[config.mk]
export PLATFORM = sky130hd
export DESIGN_NAME = counter_hold_bank
export DESIGN_NICKNAME = d
export VERILOG_FILES = /design/src/rtl/counter_hold_bank.sv
export SDC_FILE = /design/constraint.sdc
export NUM_CORES = 1
export LEC_CHECK = 0
export CORE_UTILIZATION = 40
export DETAILED_ROUTE_END_ITERATION = 12
export GPL_ROUTABILITY_DRIVEN = 0
export PLACE_DENSITY = 0.69
export SYNTH_ARGS = -nofsm -noshare
export SYNTH_HDL_FRONTEND = slang
export SYNTH_SLANG_ARGS = --single-unit
[constraint.sdc]
create_clock -name clk -period 3.5 [get_ports clk]
set_input_delay 0.7 -clock clk [delete_from_list [all_inputs] [get_ports clk]]
set_output_delay 0.7 -clock clk [all_outputs]
set_load 0.03 [all_outputs]
[src/rtl/counter_hold_bank.sv]
// Bank of independent up-counters with scaled view, even-hold view, sticky overflow and snapshot port.
// Define COUNTER_HOLD_ASSERT_EN to compile in per-channel properties.
module counter_hold_bank #(
  parameter int unsigned WIDTH       = 32,
  parameter int unsigned CHANNELS    = 4,
  parameter int unsigned STEP        = 1,
  parameter int unsigned SCALE_SHIFT = 1,
  parameter int unsigned SEL_W       = 4
) (
  input  logic                      clk,
  input  logic                      rst_n,
  input  logic [CHANNELS-1:0]       en,
  input  logic [CHANNELS-1:0]       clr,
  input  logic                      sat_mode,
  output logic [CHANNELS*WIDTH-1:0] cnt_flat,
  output logic [CHANNELS*WIDTH-1:0] scaled_flat,
  output logic [CHANNELS*WIDTH-1:0] hold_flat,
  output logic [CHANNELS-1:0]       ovf,
  input  logic                      rd_req,
  input  logic [SEL_W-1:0]          rd_sel,
  output logic                      rd_ack,
  output logic [WIDTH-1:0]          rd_data
);

  localparam logic [WIDTH:0] StepExt = (WIDTH+1)'(STEP);

  logic [WIDTH-1:0] hold [CHANNELS];

  for (genvar g = 0; g < CHANNELS; g++) begin : g_ch
    logic [WIDTH-1:0] cnt_q, cnt_d;
    logic [WIDTH-1:0] even_q, even_d;
    logic             ovf_q, ovf_d;
    logic [WIDTH:0]   sum;

    always_comb begin
      sum    = {1'b0, cnt_q} + StepExt;
      cnt_d  = cnt_q;
      ovf_d  = ovf_q;
      even_d = cnt_q[0] ? even_q : cnt_q;
      if (clr[g]) begin
        cnt_d  = '0;
        ovf_d  = 1'b0;
        even_d = '0;
      end else if (en[g]) begin
        // Carry out of the WIDTH+1 bit sum marks both wrap and clamp.
        if (sum[WIDTH]) begin
          ovf_d = 1'b1;
          cnt_d = sat_mode ? {WIDTH{1'b1}} : sum[WIDTH-1:0];
        end else begin
          cnt_d = sum[WIDTH-1:0];
        end
      end
    end

    always_ff @(posedge clk or negedge rst_n) begin
      if (!rst_n) begin
        cnt_q  <= '0;
        even_q <= '0;
        ovf_q  <= 1'b0;
      end else begin
        cnt_q  <= cnt_d;
        even_q <= even_d;
        ovf_q  <= ovf_d;
      end
    end

    assign hold[g]                          = cnt_q[0] ? even_q : cnt_q;
    assign cnt_flat[g*WIDTH +: WIDTH]    = cnt_q;
    assign scaled_flat[g*WIDTH +: WIDTH] = cnt_q << SCALE_SHIFT;
    assign hold_flat[g*WIDTH +: WIDTH]   = hold[g];
    assign ovf[g]                           = ovf_q;

`ifdef COUNTER_HOLD_ASSERT_EN
    if (SCALE_SHIFT > 0) begin : g_scale_chk
      a_scaled_lsb: assert property (@(posedge clk) disable iff (!rst_n)
        scaled_flat[g*WIDTH +: SCALE_SHIFT] == '0);
    end
    a_hold_even: assert property (@(posedge clk) disable iff (!rst_n) hold[g][0] == 1'b0);
    a_clr_ovf: assert property (@(posedge clk) disable iff (!rst_n) clr[g] |=> !ovf_q);
    a_sat_mono: assert property (@(posedge clk) disable iff (!rst_n)
      (sat_mode && !clr[g]) |=> (cnt_q >= $past(cnt_q)));
`endif
  end

  logic [WIDTH-1:0] rd_hold;
  logic             rd_ack_q;
  logic [WIDTH-1:0] rd_data_q, rd_data_d;

  // Out-of-range selects fall through to zero.
  always_comb begin
    rd_hold = '0;
    for (int i = 0; i < CHANNELS; i++) begin
      if (rd_sel == SEL_W'(i)) rd_hold = hold[i];
    end
    rd_data_d = rd_req ? rd_hold : rd_data_q;
  end

  always_ff @(posedge clk or negedge rst_n) begin
    if (!rst_n) begin
      rd_ack_q  <= 1'b0;
      rd_data_q <= '0;
    end else begin
      rd_ack_q  <= rd_req;
      rd_data_q <= rd_data_d;
    end
  end

  assign rd_ack  = rd_ack_q;
  assign rd_data = rd_data_q;

endmodule
==> results.md, run 1 <==
* Via density at 5.81
* Worst stage delay on the critical path at 0.71 ns
* Setup TNS at 0 ns
* Share of the synthesized area in the top cell type at 0.470
* DPL Wire Length at 43.9 mm
* Area growth, synth to finish at 35.6%
* WL final at 59.8 mm
* Fin cells at 2,504
* Seq/Total Area, Yosys at 0.470
* Setup Viol. Count Final at 0
* Clock share of power at 0.495
* Max Freq at 292 MHz
* Worst min path class: in -> async
* Reg-to-Reg End: g_ch[2].cnt_q[31]
* Vias in the first global route at 13,679
* Core footprint at 38,000 um2
* Crit path cell chain: buf_4 > mux2i_1 > inv_1 > clkdlybuf4s50_1
* Count leader, synth: dfrtp_1
* Reg2Reg Depth at 5
* Leak at 9.15 nW
* EDFF count, synth at 0
* Sw Share at 0.240
* MaxCap Viol Count at 0
* TritonCTS clock tree: yes
* R2R setup slack at 0.74 ns
* Slowest CP cell: dfrtp_4
* Fin crit period at 3.42 ns
* Number of I/O pins at 437
* VDD IR max at 0.319 mV
* Rows at 71
* Worst-path clk slew at 0.06 ns
* Crit start category: flop
* Full die area at 39,800 um2
* Nets at 1,988
* NetSw at 1.95 mW
* Leading area contributor after synthesis: dfrtp_1
* Post-CTS setup buffers at 0
* Measured slew at the worst slew-check pin at 1.01 ns
* Crit. End Element: primary output
* Ys flop type: dfrtp_1
* Starting Density at 0.410
* Main area contributors after synthesis: dfrtp_1, buf_4, nor2_1
* Drt first pass iters at 6
* Clock root buffer: clkbuf_16
* Max FO, Critical Path at 29
* Comb pwr share at 0.075
* Period Utilization, post-route at 0.978
* Cts repair resizes at 3
* Final slew viol count at 0
* Unrepaired setup endpoints after global routing: no
* Die H at 199 um
* Placed insts at 2,441
* GR Overflow Total at 0
* Netlist cell types at 56
* H-tree depth at 2
* Global-route wire length before repair at 88.4 mm
* PortBufs at 432
* Clock sink total at 293
* Clock skew at 0.0185 ns
* Initial DRC count at 1,459
* DR WL/cell at 23.9 um
* Number of routed nets with antenna violations at 0
* Yosys reg bits at 293
* Worst setup path category: reg -> out
* Antenna violations before repair at 1
* P_int at 6.17 mW
* WP data arrival at 2.72 ns
* Hold-fix buffer count after cts at 0
* Largest net degree at the start of global routing at 98
* Num CTS Buffers at 36
* Critical Path RT at 2.80 ns
* Share of layout cells above drive strength 1 at 0.111
* Synth cell count leaders: dfrtp_1, nor2_1, buf_4
* CTS max path bufs at 3
* Ant. Diodes at 0
* Synthesized area at 15,600 um2
* Post-layout util at 0.556
* Critical R2R Launch: g_ch[2].cnt_q[11]
* Chip width at 199 um
* Detailed-route DRC error count at 0
* Sequential Power Share at 0.429
* DR vias at 14,538
* Post-synthesis cell count at 1,649
* Synthesized area per cell at 9.45 um2
* Hold Fails Final Rpt at 0
* Worst slew margin at 0.325
* Clk Latency, worst-skew pair at 0.51 ns
* Tot GR Track Use at 0.297
* PwrDens at 384 nW/um2
* Synth async-reset ratio at 1.00
* Status: completed
* Synth warn at 0
[power by group through the flow]
stage / Clock [mW] / Combinational (mW) / Sequential (mW)
floorplan: 0 / 0.282 / 3.58
global route: 4.20 / 0.656 / 3.49
CTS: 4.08 / 0.613 / 3.48
finish: 4.02 / 0.613 / 3.49
detailed placement: 0 / 0.611 / 3.54
global placement: 0 / 0.606 / 3.54
[kinds of logic (layout without fill, tap and decap cells)]
group,after synthesis,after routing,share of synthesized area
AOI/OAI and AO/OA,292,292,0.128
adders and majority gates,4,4,0.00321
buffers and inverters,321,662,0.111
DFF,293,293,0.470
muxes,122,122,0.0834
other,1,4,0.000241
and+or+nand+nor,616,616,0.204
[routing by layer]
layer	wire length, um	share of wire	track usage
met1	24700	0.41	0.410
met2	27600	0.46	0.475
met3	5750	0.096	0.0538
met4	1730	0.029	0.0854
met5	11	0.00018	0
[placed cells by master, fill, tap and decap left out, types with 30 or more instances in the layout]
master             n
nand4_1           34
nor3_1            67
a21oi_1           67
nand2_1           57
clkdlybuf4s50_1  426
nand3_1           33
inv_1             85
and4_1            38
mux2i_1           61
a211oi_1          36
clkbuf_16         37
a221oi_1          32
mux2_2            53
buf_4             77
a31oi_1           38
and3_1            30
nor2b_1           66
nor4_1            43
nor2_1           214
dfrtp_1          291
[layout make-up]
| class | count | area, um2 |
|---|---|---|
| repair buffers | 514 | 4980 |
| clock buffers | 51 | 1090 |
| inverters | 85 | 319 |
| fillers | 3465 | 16900 |
| well taps | 511 | 639 |
| flip-flops and latches | 293 | 7340 |
| clock inverters | 12 | 199 |
| multi-input cells | 1038 | 6580 |
[how the worst max path moves through the flow]
| stage | cells past startpoint | slack (ns) | end | start |
|---|---|---|---|---|
| finish | 4 | 0.08 | hold_flat[74] | g_ch[2].cnt_q[0] |
| global route | 4 | 0.02 | hold_flat[92] | g_ch[2].cnt_q[0] |
| CTS | 4 | 0.08 | hold_flat[72] | g_ch[2].cnt_q[0] |
| detailed placement | 4 | 0.39 | hold_flat[76] | g_ch[2].cnt_q[0] |
| global placement | 4 | 0.36 | hold_flat[76] | g_ch[2].cnt_q[0] |
| floorplan | 4 | 0.86 | hold_flat[23] | g_ch[0].cnt_q[0] |
[worst max-delay path: cells and delay by family (launching register included)]
kind | cells | cell delay (ns)
DFF | 1 | 0.71
buffers and inverters | 3 | 0.98
muxes | 1 | 0.52
[metrics by stage]
step                      setup WS [ns]  hold WS, ns  instance area [um2]  total power [mW]
final                            0.0768        0.237                21100              8.12
after global routing             0.0184        0.310                21100              8.35
after CTS                        0.0789        0.291                21100              8.18
after detailed placement          0.386        0.493                19800              4.16
after global placement            0.355        0.490                19800              4.15
after floorplan                   0.860        0.404                15600              3.86
[sequential cells by signal (all words and copies together), names as in the netlist]
name         cells
g_ch.cnt_q     128
g_ch.ovf_q       4
rd_data         32
g_ch.even_q    128
rd_ack           1
Note: power is estimated with default switching activity, not from simulation.
==> inputs of run 2 (changes only) <==
--- a/config.mk
+++ b/config.mk
@@ -9,6 +9,7 @@
 export DETAILED_ROUTE_END_ITERATION = 12
 export GPL_ROUTABILITY_DRIVEN = 0
 export PLACE_DENSITY = 0.69
+export SKIP_CTS_REPAIR_TIMING = 1
 export SYNTH_ARGS = -nofsm -noshare
 export SYNTH_HDL_FRONTEND = slang
 export SYNTH_SLANG_ARGS = --single-unit
==> run 2 against run 1 <==
  * Clock power hardly changed
  * Maximum frequency is 0.39% lower
  * First-iteration DRC count is 12% lower
  * Sequential share of layout area hardly changed
  * Routed wire length is 0.23% higher
  * Worst hold slack better by 0.00062 ns
  * Highest routed layer unchanged
==> results.md, run 2 (synthesized netlist as in run 1, its figures left out) <==
* Fin crit period at 3.44 ns (+0.0134 ns)
* WP data arrival at 2.74 ns (+0.02 ns)
* Nets at 1,988 (unchanged)
* VDD IR max at 0.321 mV (+0.38%)
* DR WL/cell at 23.9 um (+0.23%)
* Antenna violations before repair at 1 (unchanged)
* GR Layer Usage met1 at 0.408 (-0.00152)
* CTS max path bufs at 3 (unchanged)
* Setup TNS at 0 ns (unchanged)
* Commonest non-fill, non-tap cell in the layout: clkdlybuf4s50_1
* Clock root buffer: clkbuf_16
* Met2 Usage GRT at 0.473 (-0.00206)
* Clk Latency, worst-skew pair at 0.51 ns (about the same)
* Post-route cell area at 21,100 um2 (about the same)
* Detailed-route DRC error count at 0 (unchanged)
* Final slew viol count at 0 (unchanged)
* Placed Area at 19,800 um2 (unchanged)
* Crit. Startpoint: g_ch[2].cnt_q[0]
* H-tree depth at 2 (unchanged)
* GR peak layer: met2
* Number of I/O pins at 437 (unchanged)
* Share of layout cells above drive strength 1 at 0.110 (-0.00100)
* Chip width at 199 um (unchanged)
* Initial DRC count at 1,277 (-12%)
* Worst min path class: in -> async
* Reg2Reg Depth at 8 (+3)
* GR Overflow Total at 0 (unchanged)
* Most frequent cells in the layout: clkdlybuf4s50_1, dfrtp_1, nor2_1
* MaxCap Viol Count at 0 (unchanged)
* Total power at 8.12 mW (about the same)
* TritonCTS clock tree: yes
* Max Freq at 291 MHz (-0.39%)
* Starting Density at 0.410 (unchanged)
* Critical Path RT at 2.80 ns (about the same)
* R2R setup slack at 0.71 ns (-0.03 ns)
* Drt first pass iters at 5 (-1)
* Period Utilization, post-route at 0.982 (+0.00383)
* DPL Wire Length at 43.9 mm (unchanged)
* Leak at 9.15 nW (about the same)
* Critical R2R Launch: g_ch[0].cnt_q[0]
* Die H at 199 um (unchanged)
* Num CTS Buffers at 36 (unchanged)
* Tot GR Track Use at 0.296 (-0.000368)
* Core footprint at 38,000 um2 (unchanged)
* M3 GR Usage at 0.0549 (+0.00101)
* Ant. Diodes at 0 (unchanged)
* Clock skew at 0.0195 ns (+0.000993 ns)
* Global-route wire length before repair at 88.3 mm (-0.11%)
* Rows at 71 (unchanged)
* Worst slew margin at 0.320 (-0.00533)
* Area growth, synth to finish at 35.6% (about the same)
* Crit. End Element: primary output
* Crit start category: flop
* Vias in the first global route at 13,682 (+0.022%)
* Full die area at 39,800 um2 (unchanged)
* PwrDens at 384 nW/um2 (about the same)
* Measured slew at the worst slew-check pin at 1.02 ns (+0.00800 ns)
* Setup Viol. Count Final at 0 (unchanged)
* Worst setup path category: reg -> out
* Clock sink total at 293 (unchanged)
* Largest net degree at the start of global routing at 98 (unchanged)
* Worst-path clk slew at 0.06 ns (about the same)
* DR vias at 14,522 (-0.11%)
* Unrepaired setup endpoints after global routing: no
* Hold Fails Final Rpt at 0 (unchanged)
* PortBufs at 432 (unchanged)
* Reg-to-Reg End: g_ch[0].cnt_q[31]
* WL final at 60.0 mm (+0.23%)
* Number of routed nets with antenna violations at 0 (unchanged)
* Status: completed
* Max FO, Critical Path at 29 (unchanged)
* Via density at 5.80 (-0.11%)
==> run 2: cell counts in the layout (fill, tap and decap cells not counted) <==
No cell type changed its count.
==> run 2: metal layers <==
| metal | wire length, um | up-vias |
|---|---|---|
| met5 | 11 | - |
| met4 | 1610 | 2 |
| met3 | 5480 | 86 |
| met2 | 27800 | 832 |
| met1 | 25000 | 7173 |
| li1 | - | 6429 |
==> run 2: critical path, cell delays in order, from the launching register on <==
cell and delay (ns):
dfrtp_4 0.70, buf_4 0.26, mux2i_1 0.55, inv_1 0.09
clkdlybuf4s50_1 0.62
==> run 2: worst max-delay path by stage <==
stage	end	cells past startpoint	slack (ns)
CTS	hold_flat[76]	4	-0.17
floorplan	hold_flat[23]	4	0.86
finish	hold_flat[81]	4	0.06
global route	hold_flat[85]	4	0.0005
global placement	hold_flat[76]	4	0.36
detailed placement	hold_flat[76]	4	0.39
==> run 2: cell type report <==
class	count	area, um2
flip-flops and latches	293	7340
fillers	3465	16900
clock buffers	51	1090
inverters	85	319
clock inverters	12	199
repair buffers	514	4980
multi-input cells	1038	6570
well taps	511	639
==> run 2: stage by stage <==
step / setup slack, ns / utilization / instances / hold slack (ns)
2_1_floorplan: 0.860 / - / 1652 / 0.404
3_3_place_gp: 0.355 / 0.521 / 2441 / 0.490
3_5_place_dp: 0.386 / 0.521 / 2441 / 0.493
4_1_cts: -0.173 / 0.555 / 2504 / 0.291
5_1_grt: 0.000491 / 0.556 / 2504 / 0.310
6_report: 0.0634 / 0.556 / 2504 / 0.238
==> run 2: report_power, final <==
group | internal, mW | total (mW) | switching (mW) | leakage [nW]
Combinational | 0.208 | 0.612 | 0.404 | 4.49
Sequential | 3.43 | 3.49 | 0.0598 | 4.03
Clock | 2.53 | 4.02 | 1.49 | 0.627
Total | 6.17 | 8.12 | 1.95 | 9.15
